===== src/rtl/note_sequencer.sv =====
// Background-music sequencer with live-key preemption and a note-gate output stage.
// Walks an external registered ROM and holds record_high low for a fixed gap on every new note.
module note_sequencer #(
  parameter int unsigned TICK_DIV   = 2500000,
  parameter int unsigned GAP_CYCLES = 8334,
  parameter int unsigned SEQ_LEN    = 32,
  parameter int unsigned IDX_W      = 5
) (
  input  logic             CLOCK_50,
  input  logic             resetn,
  input  logic [31:0]      live_note,
  input  logic             bgm_start,
  input  logic             bgm_stop,
  output logic [IDX_W-1:0] seq_addr,
  input  logic [7:0]       seq_data,
  output logic [31:0]      note_out,
  output logic             record_high,
  output logic             is_play,
  output logic             src_live
);

  localparam int unsigned TICK_W = (TICK_DIV > 1) ? $clog2(TICK_DIV) : 1;
  localparam int unsigned GAP_W  = (GAP_CYCLES > 0) ? $clog2(GAP_CYCLES + 1) : 1;
  localparam logic [4:0]  CODE_END  = 5'd30;
  localparam logic [4:0]  CODE_REST = 5'd31;

  typedef enum logic [2:0] {
    S_IDLE  = 3'd0,
    S_FETCH = 3'd1,
    S_LATCH = 3'd2,
    S_PLAY  = 3'd3,
    S_GAP   = 3'd4
  } state_e;

  state_e             state_q, state_d;
  logic [IDX_W-1:0]   idx_q, idx_d;
  logic [TICK_W-1:0]  tick_q, tick_d;
  logic [2:0]         dur_q, dur_d;
  logic [GAP_W-1:0]   sgap_q, sgap_d;
  logic [31:0]        bgm_note_q, bgm_note_d;

  logic [31:0]        note_out_q, note_out_d;
  logic               record_high_q, record_high_d;
  logic               is_play_q, is_play_d;
  logic               src_live_q, src_live_d;
  logic [GAP_W-1:0]   ogap_q, ogap_d;

  logic               live_valid;
  logic [31:0]        sel;
  logic               load_gap;

  // Sequencer state register
  always_ff @(posedge CLOCK_50 or negedge resetn) begin
    if (!resetn) begin
      state_q    <= S_IDLE;
      idx_q      <= '0;
      tick_q     <= '0;
      dur_q      <= '0;
      sgap_q     <= '0;
      bgm_note_q <= '0;
    end else begin
      state_q    <= state_d;
      idx_q      <= idx_d;
      tick_q     <= tick_d;
      dur_q      <= dur_d;
      sgap_q     <= sgap_d;
      bgm_note_q <= bgm_note_d;
    end
  end

  // Sequencer next-state: fetch, latch, play for (dur+1) ticks, then a silent gap
  always_comb begin
    state_d    = state_q;
    idx_d      = idx_q;
    tick_d     = tick_q;
    dur_d      = dur_q;
    sgap_d     = sgap_q;
    bgm_note_d = bgm_note_q;

    case (state_q)
      S_IDLE: begin
        bgm_note_d = '0;
        if (bgm_start) begin
          idx_d   = '0;
          state_d = S_FETCH;
        end
      end
      S_FETCH: begin
        state_d = S_LATCH;
      end
      S_LATCH: begin
        if (seq_data[4:0] == CODE_END) begin
          bgm_note_d = '0;
          state_d    = S_IDLE;
        end else begin
          dur_d      = seq_data[7:5];
          tick_d     = '0;
          bgm_note_d = (seq_data[4:0] == CODE_REST) ? 32'd0 : (32'(1) << seq_data[4:0]);
          state_d    = S_PLAY;
        end
      end
      S_PLAY: begin
        if (tick_q == TICK_W'(TICK_DIV - 1)) begin
          tick_d = '0;
          if (dur_q == 3'd0) begin
            bgm_note_d = '0;
            sgap_d     = GAP_W'(GAP_CYCLES - 1);
            state_d    = S_GAP;
          end else begin
            dur_d = dur_q - 3'd1;
          end
        end else begin
          tick_d = tick_q + TICK_W'(1);
        end
      end
      S_GAP: begin
        bgm_note_d = '0;
        if (sgap_q == '0) begin
          idx_d   = (idx_q == IDX_W'(SEQ_LEN - 1)) ? '0 : idx_q + IDX_W'(1);
          state_d = S_FETCH;
        end else begin
          sgap_d = sgap_q - GAP_W'(1);
        end
      end
      default: begin
        bgm_note_d = '0;
        state_d    = S_IDLE;
      end
    endcase

    // Restart from any active state; stop overrides everything and keeps idx
    if (bgm_start && (state_q != S_IDLE)) begin
      idx_d      = '0;
      bgm_note_d = '0;
      state_d    = S_FETCH;
    end
    if (bgm_stop) begin
      idx_d      = idx_q;
      bgm_note_d = '0;
      state_d    = S_IDLE;
    end
  end

  // Live request is honoured only when it is a clean one-hot in [29:0]
  always_comb begin
    live_valid = (live_note[31:30] == 2'b00) && (live_note[29:0] != 30'd0) &&
                 ((live_note[29:0] & (live_note[29:0] - 30'd1)) == 30'd0);
    sel        = live_valid ? live_note : bgm_note_q;
    load_gap   = (sel != 32'd0) && (sel != note_out_q);

    ogap_d = ogap_q;
    if (load_gap) begin
      ogap_d = GAP_W'(GAP_CYCLES);
    end else if (ogap_q != '0) begin
      ogap_d = ogap_q - GAP_W'(1);
    end

    note_out_d    = sel;
    record_high_d = (sel != 32'd0) && (ogap_d == '0);
    src_live_d    = live_valid;
    is_play_d     = (state_d != S_IDLE);
  end

  // Output stage registers
  always_ff @(posedge CLOCK_50 or negedge resetn) begin
    if (!resetn) begin
      note_out_q    <= '0;
      record_high_q <= 1'b0;
      is_play_q     <= 1'b0;
      src_live_q    <= 1'b0;
      ogap_q        <= '0;
    end else begin
      note_out_q    <= note_out_d;
      record_high_q <= record_high_d;
      is_play_q     <= is_play_d;
      src_live_q    <= src_live_d;
      ogap_q        <= ogap_d;
    end
  end

  assign seq_addr    = idx_q;
  assign note_out    = note_out_q;
  assign record_high = record_high_q;
  assign is_play     = is_play_q;
  assign src_live    = src_live_q;

endmodule


===== config.mk =====
export PLATFORM = sky130hd
export DESIGN_NAME = note_sequencer
export DESIGN_NICKNAME = d
export VERILOG_FILES = /design/src/rtl/note_sequencer.sv
export SDC_FILE = /design/constraint.sdc
export NUM_CORES = 1
export LEC_CHECK = 0
export BUFFER_PORTS_ARGS = -buffer_cell sky130_fd_sc_hd__buf_2
export CORE_MARGIN = 10
export CORE_UTILIZATION = 63
export CTS_CLUSTER_SIZE = 8
export DETAILED_ROUTE_END_ITERATION = 16
export GPL_TIMING_DRIVEN = 0
export PLACE_DENSITY = 0.85
export SLEW_MARGIN = 10
export SYNTH_ARGS = -nofsm -noshare
export SYNTH_HDL_FRONTEND = slang
export SYNTH_SLANG_ARGS = --single-unit
export TNS_END_PERCENT = 1

===== constraint.sdc =====
create_clock -name CLOCK_50 -period 8.7 [get_ports CLOCK_50]
set_input_delay 0.87 -clock CLOCK_50 [delete_from_list [all_inputs] [get_ports CLOCK_50]]
set_output_delay 0.87 -clock CLOCK_50 [all_outputs]
set_load 0.01 [all_outputs]

After elaboration in Yosys (flattened, before gate mapping)

Index checks and enable logic that the tools add are counted.

Add/sub/neg operators: 6
Equal/unequal tests: 19
Shift-type cells: 1
Mux-type cells: 34
Bitwise gates (word level): 2
Reductions and logical operators: 24

Operators by type and width:

| kind                                                                 | number |
|---|---|
| 32-bit 2-to-1 mux                                                    | 7 |
| 32-bit one-hot mux with 3 select lines                               | 1 |
| 14-bit 2-to-1 mux                                                    | 5 |
| 22-bit 2-to-1 mux                                                    | 2 |
| 22-bit one-hot mux with 2 select lines                               | 1 |
| 32-bit inequality test                                               | 1 |
| 32-bit nonzero test                                                  | 1 |
| 1-bit by 5-bit << shifter with 32-bit output, first input constant   | 1 |
| 30-bit AND                                                           | 1 |
| 30-bit logical NOT                                                   | 1 |
| 30-bit nonzero test                                                  | 1 |
| 30-bit by 1-bit subtractor with 30-bit output, second input constant | 1 |
| 14-bit logical NOT                                                   | 2 |
| 14-bit one-hot mux with 2 select lines                               | 1 |
| 14-bit by 1-bit subtractor with 14-bit output, second input constant | 2 |
| 3-bit 2-to-1 mux                                                     | 9 |
| 22-bit by 1-bit adder with 22-bit output, second input constant      | 1 |
| 22-bit == test, second input constant                                | 1 |
| 5-bit 2-to-1 mux                                                     | 4 |
| 5-bit == test, second input constant                                 | 3 |
| 3-bit one-hot mux with 5 select lines                                | 1 |
| 14-bit nonzero test                                                  | 1 |
| 4-bit AND reduction                                                  | 3 |
| 2-bit inequality test, second input constant                         | 5 |
| other kinds (18)                                                     | 30 |

Register bits: 128
Input bits: 44
Output and inout port bits: 40
Logic and storage cells: 97

Depth between registers and ports, before layout

Gate-level depths: netlist of run 1.

Depth after elaboration: 10
Mapped depth: 13
Gate-level depth less buffers: 11

Worst setup path after synthesis of run 1

OpenSTA, ideal clock, no wires.

Kind: input to register
From: input live_note[2]
To: register ogap_q[2]
Library setup time: 0.071 ns
Arrival: 3.752 ns
Data required time: 8.629 ns
Path slack: 4.877 ns
Stages: 11
Buffers on the path: 1
Cells stage by stage: nor3_2 -> nand4_1 -> nor4_1 -> o221ai_1 -> or4_1 -> nor4_2 -> mux2_2 -> o221a_2 -> a41oi_4 -> buf_6 -> nand3b_4

Longest elaborated chain between the ends: 8
Elaborated cells on any way between the ends: 11
Those cells by class: add/sub: 1; eq/ne: 1; mux: 2; bitwise: 1; reduce/logical: 6

RTL lines:

| what                                                                 | RTL line | source |
|---|---|---|
| from (decl)                                                          | 11       | `input logic [31:0] live_note,` |
| 30-bit by 1-bit subtractor with 30-bit output                        | 147      | `((live_note[29:0] & (live_note[29:0] - 30'd1)) == 30'd0);` |
| 30-bit AND                                                           | 147      |  |
| 30-bit logical NOT                                                   | 147      |  |
| 1-bit logical AND (*)                                                | 146      | `live_valid = (live_note[31:30] == 2'b00) && (live_note[29:0] != 30'd0) &&` |
| 32-bit 2-to-1 mux (*)                                                | 148      | `sel = live_valid ? live_note : bgm_note_q;` |
| named net note_out_d[15]                                             | 42       | `logic [31:0] note_out_q, note_out_d;` |
| 32-bit inequality test / 32-bit nonzero test (equally long branches) | 149      | `load_gap = (sel != 32'd0) && (sel != note_out_q);` |
| 1-bit logical AND (*)                                                | 149      |  |
| 14-bit 2-to-1 mux (*)                                                | 152      | `if (load_gap) begin` |
| named net ogap_d[2]                                                  | 46       | `logic [GAP_W-1:0] ogap_q, ogap_d;` |
| to (signal assigned)                                                 | 177      | `ogap_q <= ogap_d;` |
| to (decl)                                                            | 46       |  |

The timed path passes the listed nets; every way through them passes the cells marked *.
A chain may end at the register's enable or synchronous reset.

Worst setup path in the final report of run 1

Same ends and word-level chain as after synthesis.

==> results of run 1 <==
[cell families after synthesis]
family | Yosys count | share of synthesized area
buffers and inverters | 46 | 0.0274
muxes | 32 | 0.0533
and+or+nand+nor | 289 | 0.211
adders and majority gates | 12 | 0.0197
xor gates and xnor gates | 62 | 0.0778
AOI/OAI and AO/OA | 152 | 0.151
DFF | 128 | 0.459
[area by class of cell]
class	count	share of cell area
clock buffer	23	0.0592
multi-input combinational	547	0.436
buffer	23	0.0128
tap	140	0.0213
inverter	23	0.0105
timing repair buffer	80	0.0522
sequential	128	0.390
clock inverter	9	0.0186
[cell usage in the layout, fill, tap and decap left out, drive strengths merged, types with 4 or more instances in the layout]
cell / instances
nor2: 70
a2111oi: 5
clkbuf: 40
o22ai: 4
or3: 8
and2: 7
nand4: 14
bufinv: 4
nand2b: 10
nand3b: 4
a21oi: 13
o31ai: 8
or2: 7
ha: 7
nor3b: 5
xor2: 18
inv: 23
nor3: 21
nand2: 73
dfrtp: 128
maj3: 5
nor2b: 4
nand3: 15
nor4: 25
a22o: 19
mux2: 32
buf: 86
o21ai: 65
nor4b: 4
or4: 4
xnor2: 44
a31oi: 8
and3: 11
[stage by stage]
stage	cells	cell area (µm²)	total power (µW)	hold WS, ns
after floorplan	721	6980	786	0.437
after global placement	940	7550	839	0.461
after detailed placement	941	7580	853	0.470
after CTS	973	8220	1610	0.259
after global routing	973	8220	1670	0.262
final	973	8220	1610	0.261
[path summary, 6_finish.rpt]
check | from | end | slack (ns) | cells after the start
max | live_note[2] | ogap_q[2] | 4.53 | 13
min | resetn | note_out[25] | 0.26 | 1
min in group CLOCK_50 | tick_q[8] | tick_q[8] | 0.48 | 1
min reg2reg | tick_q[8] | tick_q[8] | 0.48 | 1
max reg2reg | tick_q[16] | sgap_q[11] | 4.90 | 10
max in group asynchronous | resetn | ogap_q[1] | 7.66 | 2
[registers in the layout, indices dropped and copies added, names as in the netlist]
name and cells:
record_high 1, tick_q 22, is_play 1, src_live 1, seq_addr 5, state_q 3, bgm_note_q 32, note_out 32
sgap_q 14, dur_q 3, ogap_q 14
[power by group]
| part | total, µW | internal, µW | leakage [µW] | switching, µW |
|---|---|---|---|---|
| clock | 756 | 503 | 0.000306 | 253 |
| combinational | 186 | 73.1 | 0.00175 | 112 |
| sequential | 664 | 628 | 0.00174 | 36.1 |
| total | 1610 | 1200 | 0.00379 | 402 |
[per-layer routing]
| layer | up-vias | part of all wire |
|---|---|---|
| li1 | 2819 | - |
| met1 | 2987 | 0.41 |
| met2 | 283 | 0.47 |
| met3 | 52 | 0.081 |
| met4 | 2 | 0.036 |
| met5 | - | 0.00069 |
[worst max-delay path, stage by stage]
cell       delay (ns)
buf_2            0.14
nor3_2           0.32
nand3b_1         0.15
a2111oi_0        0.49
o221ai_1         0.19
or4_1            0.54
nor4_2           0.56
buf_6            0.24
mux2_2           0.38
a2bb2oi_4        0.18
a41oi_4          0.16
buf_6            0.19
nand3b_4         0.14
==> flow_metrics.py, run 1 <==
metrics = {
    "worst_hold_path": {
        "hold_class": "input pin to asynchronous set/reset pin",
    },
    "cells_and_area": {
        "final_util": 0.758,
        "antenna_cells": 0,
        "drive_gt1_frac": 0.197,
        "multi_input_area_um2": 3580,
        "nNetsFinal": 871,
        "fillCellCount": 735,
        "areaGrowthSynthToFinish_pct": 17.8,
        "seq_area_um2": 3200,
    },
    "placement": {
        "hpwl_um": 13900,
        "portBuffers": 79,
        "gp_congestion": 1.02,
        "dp_slack_ns": 4.12,
    },
    "yosys": {
        "async_reset_ff_frac": 1.00,
        "ys_seq_elements": 128,
        "yosys_warnings": 0,
        "yosysUniqueCellTypes": 62,
        "synth_area_leader_cell": "dfrtp_1",
        "yosysSeqAreaShare": 0.459,
        "syn_area_per_cell_um2": 9.67,
        "synthCells": 721,
        "synth.area.top_cells": "dfrtp_1 46%, xnor2_1 5.5%, mux2_2 4.7%",
        "syn_area_um2": 6980,
        "synth_edf_count": 0,
        "synth-main-ff-cell": "dfrtp_1",
        "synthTopCellsByCount": "128 x dfrtp_1, 73 x nand2_1, 70 x nor2_1",
        "synth_top_area_frac": 0.459,
        "syn-num-nets": 772,
        "synth_most_common_cell": "dfrtp_1",
    },
    "global_routing": {
        "gr-usage-all-layers": 0.238,
        "grt-busiest-layer": "met2",
        "use_met1": 0.285,
        "grt_first_pass_wirelength_um": 30700,
        "grt_max_degree": 88,
        "antenna_found_initial": 1,
        "met2_usage": 0.381,
        "grt_overflow": 0,
        "grt_util_met3": 0.0739,
        "grt_pass1_vias": 6165,
    },
    "timing": {
        "clock_skew_ns": 0.00701,
        "finalHoldViolCount": 0,
        "finalCriticalPeriod_ns": 4.17,
        "fin_setup_tns_ns": 0,
        "slew_viol_final": 0,
        "period_share": 0.479,
        "clock.fmax_mhz": 240,
        "worst_slack_ns": 4.53,
        "slew_headroom": 0.362,
        "finalSetupViolations": 0,
        "worst_pin_slew_ns": 0.944,
        "grt_setup_unrepaired": "false",
    },
    "clock_network": {
        "cts_resized": 0,
        "cts_hold_buf": 0,
        "cts.htree.levels": 4,
        "cts_setup_buffers": 0,
        "cts_made_buffers": 17,
        "clkLatencyLatePin_ns": 0.52,
        "clkSinkCount": 128,
        "cts_buffer_depth": 2,
        "cts_root_buf": "clkbuf_8",
        "clkSlewWorstSetupHoldPaths_ns": 0.06,
        "cts_tree": "built",
    },
    "floorplanning": {
        "fp-row-count": 38,
        "coreArea_um2": 10800,
        "io_pins": 84,
        "die_w_um": 125,
        "die_y_um": 125,
        "initial_core_util": 0.643,
        "die_area_um2": 15700,
    },
    "setup_path": {
        "arrival_ns": 4.57,
        "crit_path_start_kind": "input pin",
        "cp-end-kind": "flop",
        "path_class": "input pin to flop",
        "required_ns": 9.10,
        "path_max_fanout": 10,
    },
    "drt": {
        "dr_total_vias": 6143,
        "drtPass1Iterations": 5,
        "viasPerCell": 6.31,
        "drc": 0,
        "ant_nets": 0,
        "first_iter_violations": 620,
        "routed_wl_um": 18900,
        "wl_per_cell_um": 19.4,
    },
    "power": {
        "p_leak_uw": 0.00379,
        "powerDensity_nw_per_um2": 195,
        "vdd_drop_max_uv": 203,
    },
    "run_status": {
        "status": "completed",
    },
    "flow_run": {
        "maxCapViolCount": 0,
    },
}
(Power assumes the default switching activity.)
==> run 2, diff against run 1 <==
Settings changed: CORE_UTILIZATION 63 to 53, PLACE_DENSITY 0.85 to 0.77.
Clock period 8.7 ns to 3.4 ns, I/O delays scaled along.
==> run 2 against run 1 <==
Against the previous run:
- total power grew 140%
- die area grew 16%
- highest routed layer unchanged
- combinational power grew to 2.6 times the previous value
- sequential share of layout area shrank 0.17 points
- final cell count grew 3.2%
- non-clock buffer count grew 2
- via count shrank 1.4%
- global-route usage shrank 3.0 points
==> flow_metrics.py, run 2 (synthesis results as in run 1) <==
metrics = {
    "global_routing": {
        "grt-busiest-layer": "met2",
        "grt_util_met3": 0.0668,
        "use_met1": 0.240,
        "met2_usage": 0.345,
        "grt_overflow": 0,
        "grt_first_pass_wirelength_um": 30200,
        "grt_max_degree": 96,
        "antenna_found_initial": 2,
        "grt_pass1_vias": 6041,
        "gr-usage-all-layers": 0.208,
    },
    "floorplanning": {
        "die_w_um": 135,
        "die_area_um2": 18100,
        "initial_core_util": 0.546,
        "die_y_um": 135,
        "io_pins": 84,
        "coreArea_um2": 12800,
        "fp-row-count": 41,
    },
    "flow_run": {
        "maxCapViolCount": 0,
    },
    "drt": {
        "first_iter_violations": 387,
        "routed_wl_um": 18700,
        "dr_total_vias": 6059,
        "viasPerCell": 6.03,
        "drtPass1Iterations": 5,
        "drc": 0,
        "ant_nets": 0,
        "wl_per_cell_um": 18.6,
    },
    "power": {
        "switching_share": 0.261,
        "power_switching_uw": 1010,
        "power.internal_uw": 2860,
        "pwr-share-comb": 0.124,
        "vdd_drop_max_uv": 375,
        "powerDensity_nw_per_um2": 469,
        "p_leak_uw": 0.00379,
        "seq_power_share": 0.440,
        "pwr-share-clk": 0.435,
        "power.total_uw": 3870,
    },
    "cells_and_area": {
        "drive_gt1_frac": 0.205,
        "areaGrowthSynthToFinish_pct": 18.3,
        "final_common_cell": "dfrtp_1",
        "final_util": 0.646,
        "nNetsFinal": 873,
        "final_cell_mix": "128 x dfrtp_1, 81 x buf_2, 71 x nand2_1, 70 x nor2_1, 64 x o21ai_0",
    },
    "timing": {
        "slew_viol_final": 0,
        "worst_pin_slew_ns": 0.707,
        "clock_skew_ns": 0.0109,
        "finalSetupViolations": 0,
        "finalHoldViolCount": 0,
        "finalCriticalPeriod_ns": 3.27,
        "period_share": 0.963,
        "grt_setup_unrepaired": "false",
        "slew_headroom": 0.528,
        "clock.fmax_mhz": 305,
        "holdWs_ns": 0.161,
    },
    "worst_hold_path": {
        "hold_class": "input pin to flop",
    },
    "clock_network": {
        "cts_buffer_depth": 2,
        "cts_made_buffers": 17,
        "cts.htree.levels": 4,
        "clkSinkCount": 128,
        "clkLatencyLatePin_ns": 0.42,
        "cts_root_buf": "clkbuf_16",
        "clkSlewWorstSetupHoldPaths_ns": 0.05,
        "cts_tree": "built",
    },
    "setup_path": {
        "required_ns": 3.75,
        "path_max_fanout": 10,
        "cp-end-kind": "flop",
        "crit_path_start_kind": "input pin",
        "arrival_ns": 3.63,
        "r2r_slack_ns": 0.19,
        "path_class": "input pin to flop",
    },
    "placement": {
        "gp_congestion": 0.913,
        "portBuffers": 79,
        "hpwl_um": 14100,
    },
    "run_status": {
        "status": "completed",
    },
}
==> run 2: cell types whose count changed in the layout (fill, tap and decap cells not counted), moves of 2 or more <==
cell,previous run,this run
a2111oi_0,5,3
clkbuf_8,6,4
nand2_1,73,71
nand2_2,0,2
bufinv_16,4,1
a2111oi_2,0,2
nor4b_1,4,1
nor4b_2,0,2
==> run 2: per-stage QoR <==
stage	TNS, ns	std cells	area, µm²	setup slack, ns
after CTS	-0.0180	1002	8200	-0.0180
after global routing	0	1003	8250	0.0122
after floorplan	0	721	6980	0.107
final	0	1004	8250	0.126
after global placement	-19.08	972	7590	-0.627
after detailed placement	-19.16	973	7620	-0.628
==> run 2: worst paths after layout <==
kind                              startpoint      endpoint  depth (start not counted)
max in group asynchronous             resetn     sgap_q[5]                          3
worst min-delay path                bgm_stop    state_q[0]                          2
worst max register to register     ogap_q[4]   record_high                         11
worst max-delay path            live_note[0]     ogap_q[2]                         12
min in group asynchronous             resetn  note_out[25]                          2
worst min register to register     tick_q[8]     tick_q[8]                          1
==> run 2: area by class of cell <==
cell class	instances	area [µm²]
Fill cell	1005	4520
Multi-Input combinational cell	547	3650
Sequential cell	128	3200
Clock buffer	22	484
Timing Repair Buffer	82	447
Tap cell	172	215
Buffer	23	105
Inverter	23	86.3
Clock inverter	6	60.1
Antenna cell	1	2.50
==> run 2: repair_timing <==
| item | 4_1_cts | 5_1_grt |
|---|---|---|
| setup buffers | 0 | 1 |
| setup endpoints to repair | 35 | 35 |
| resized for setup | 3 | 12 |
| pin swaps | 2 | 1 |
| endpoints found under the hold margin | 33 | 0 |
| hold buffers | 1 | 0 |
==> run 2: critical path, cell delays in order <==
cell       delay (ns)
buf_2            0.14
a22o_1           0.27
a2111oi_2        0.34
o2111a_1         0.23
o221ai_1         0.10
or4_1            0.55
nor4_4           0.29
mux2_2           0.40
o221a_2          0.31
a41oi_4          0.32
buf_6            0.20
nand3b_4         0.13
==> run 2: metal layers <==
metal  routed length [µm]  up-vias  share of wire
met2                 8870      237           0.47
met1                 7770     2957           0.42
met3                 1510       39          0.081
li1                     -     2824              -
met4                  552        2          0.029
met5                    9        -        0.00048
==> run 2: power by group through the flow <==
stage | sequential [µW] | combinational [µW] | clock, µW
after floorplan | 1700 | 309 | 0
after global placement | 1710 | 436 | 0
after global routing | 1710 | 535 | 1770
after detailed placement | 1720 | 463 | 0
after CTS | 1700 | 469 | 1700
final | 1700 | 480 | 1680
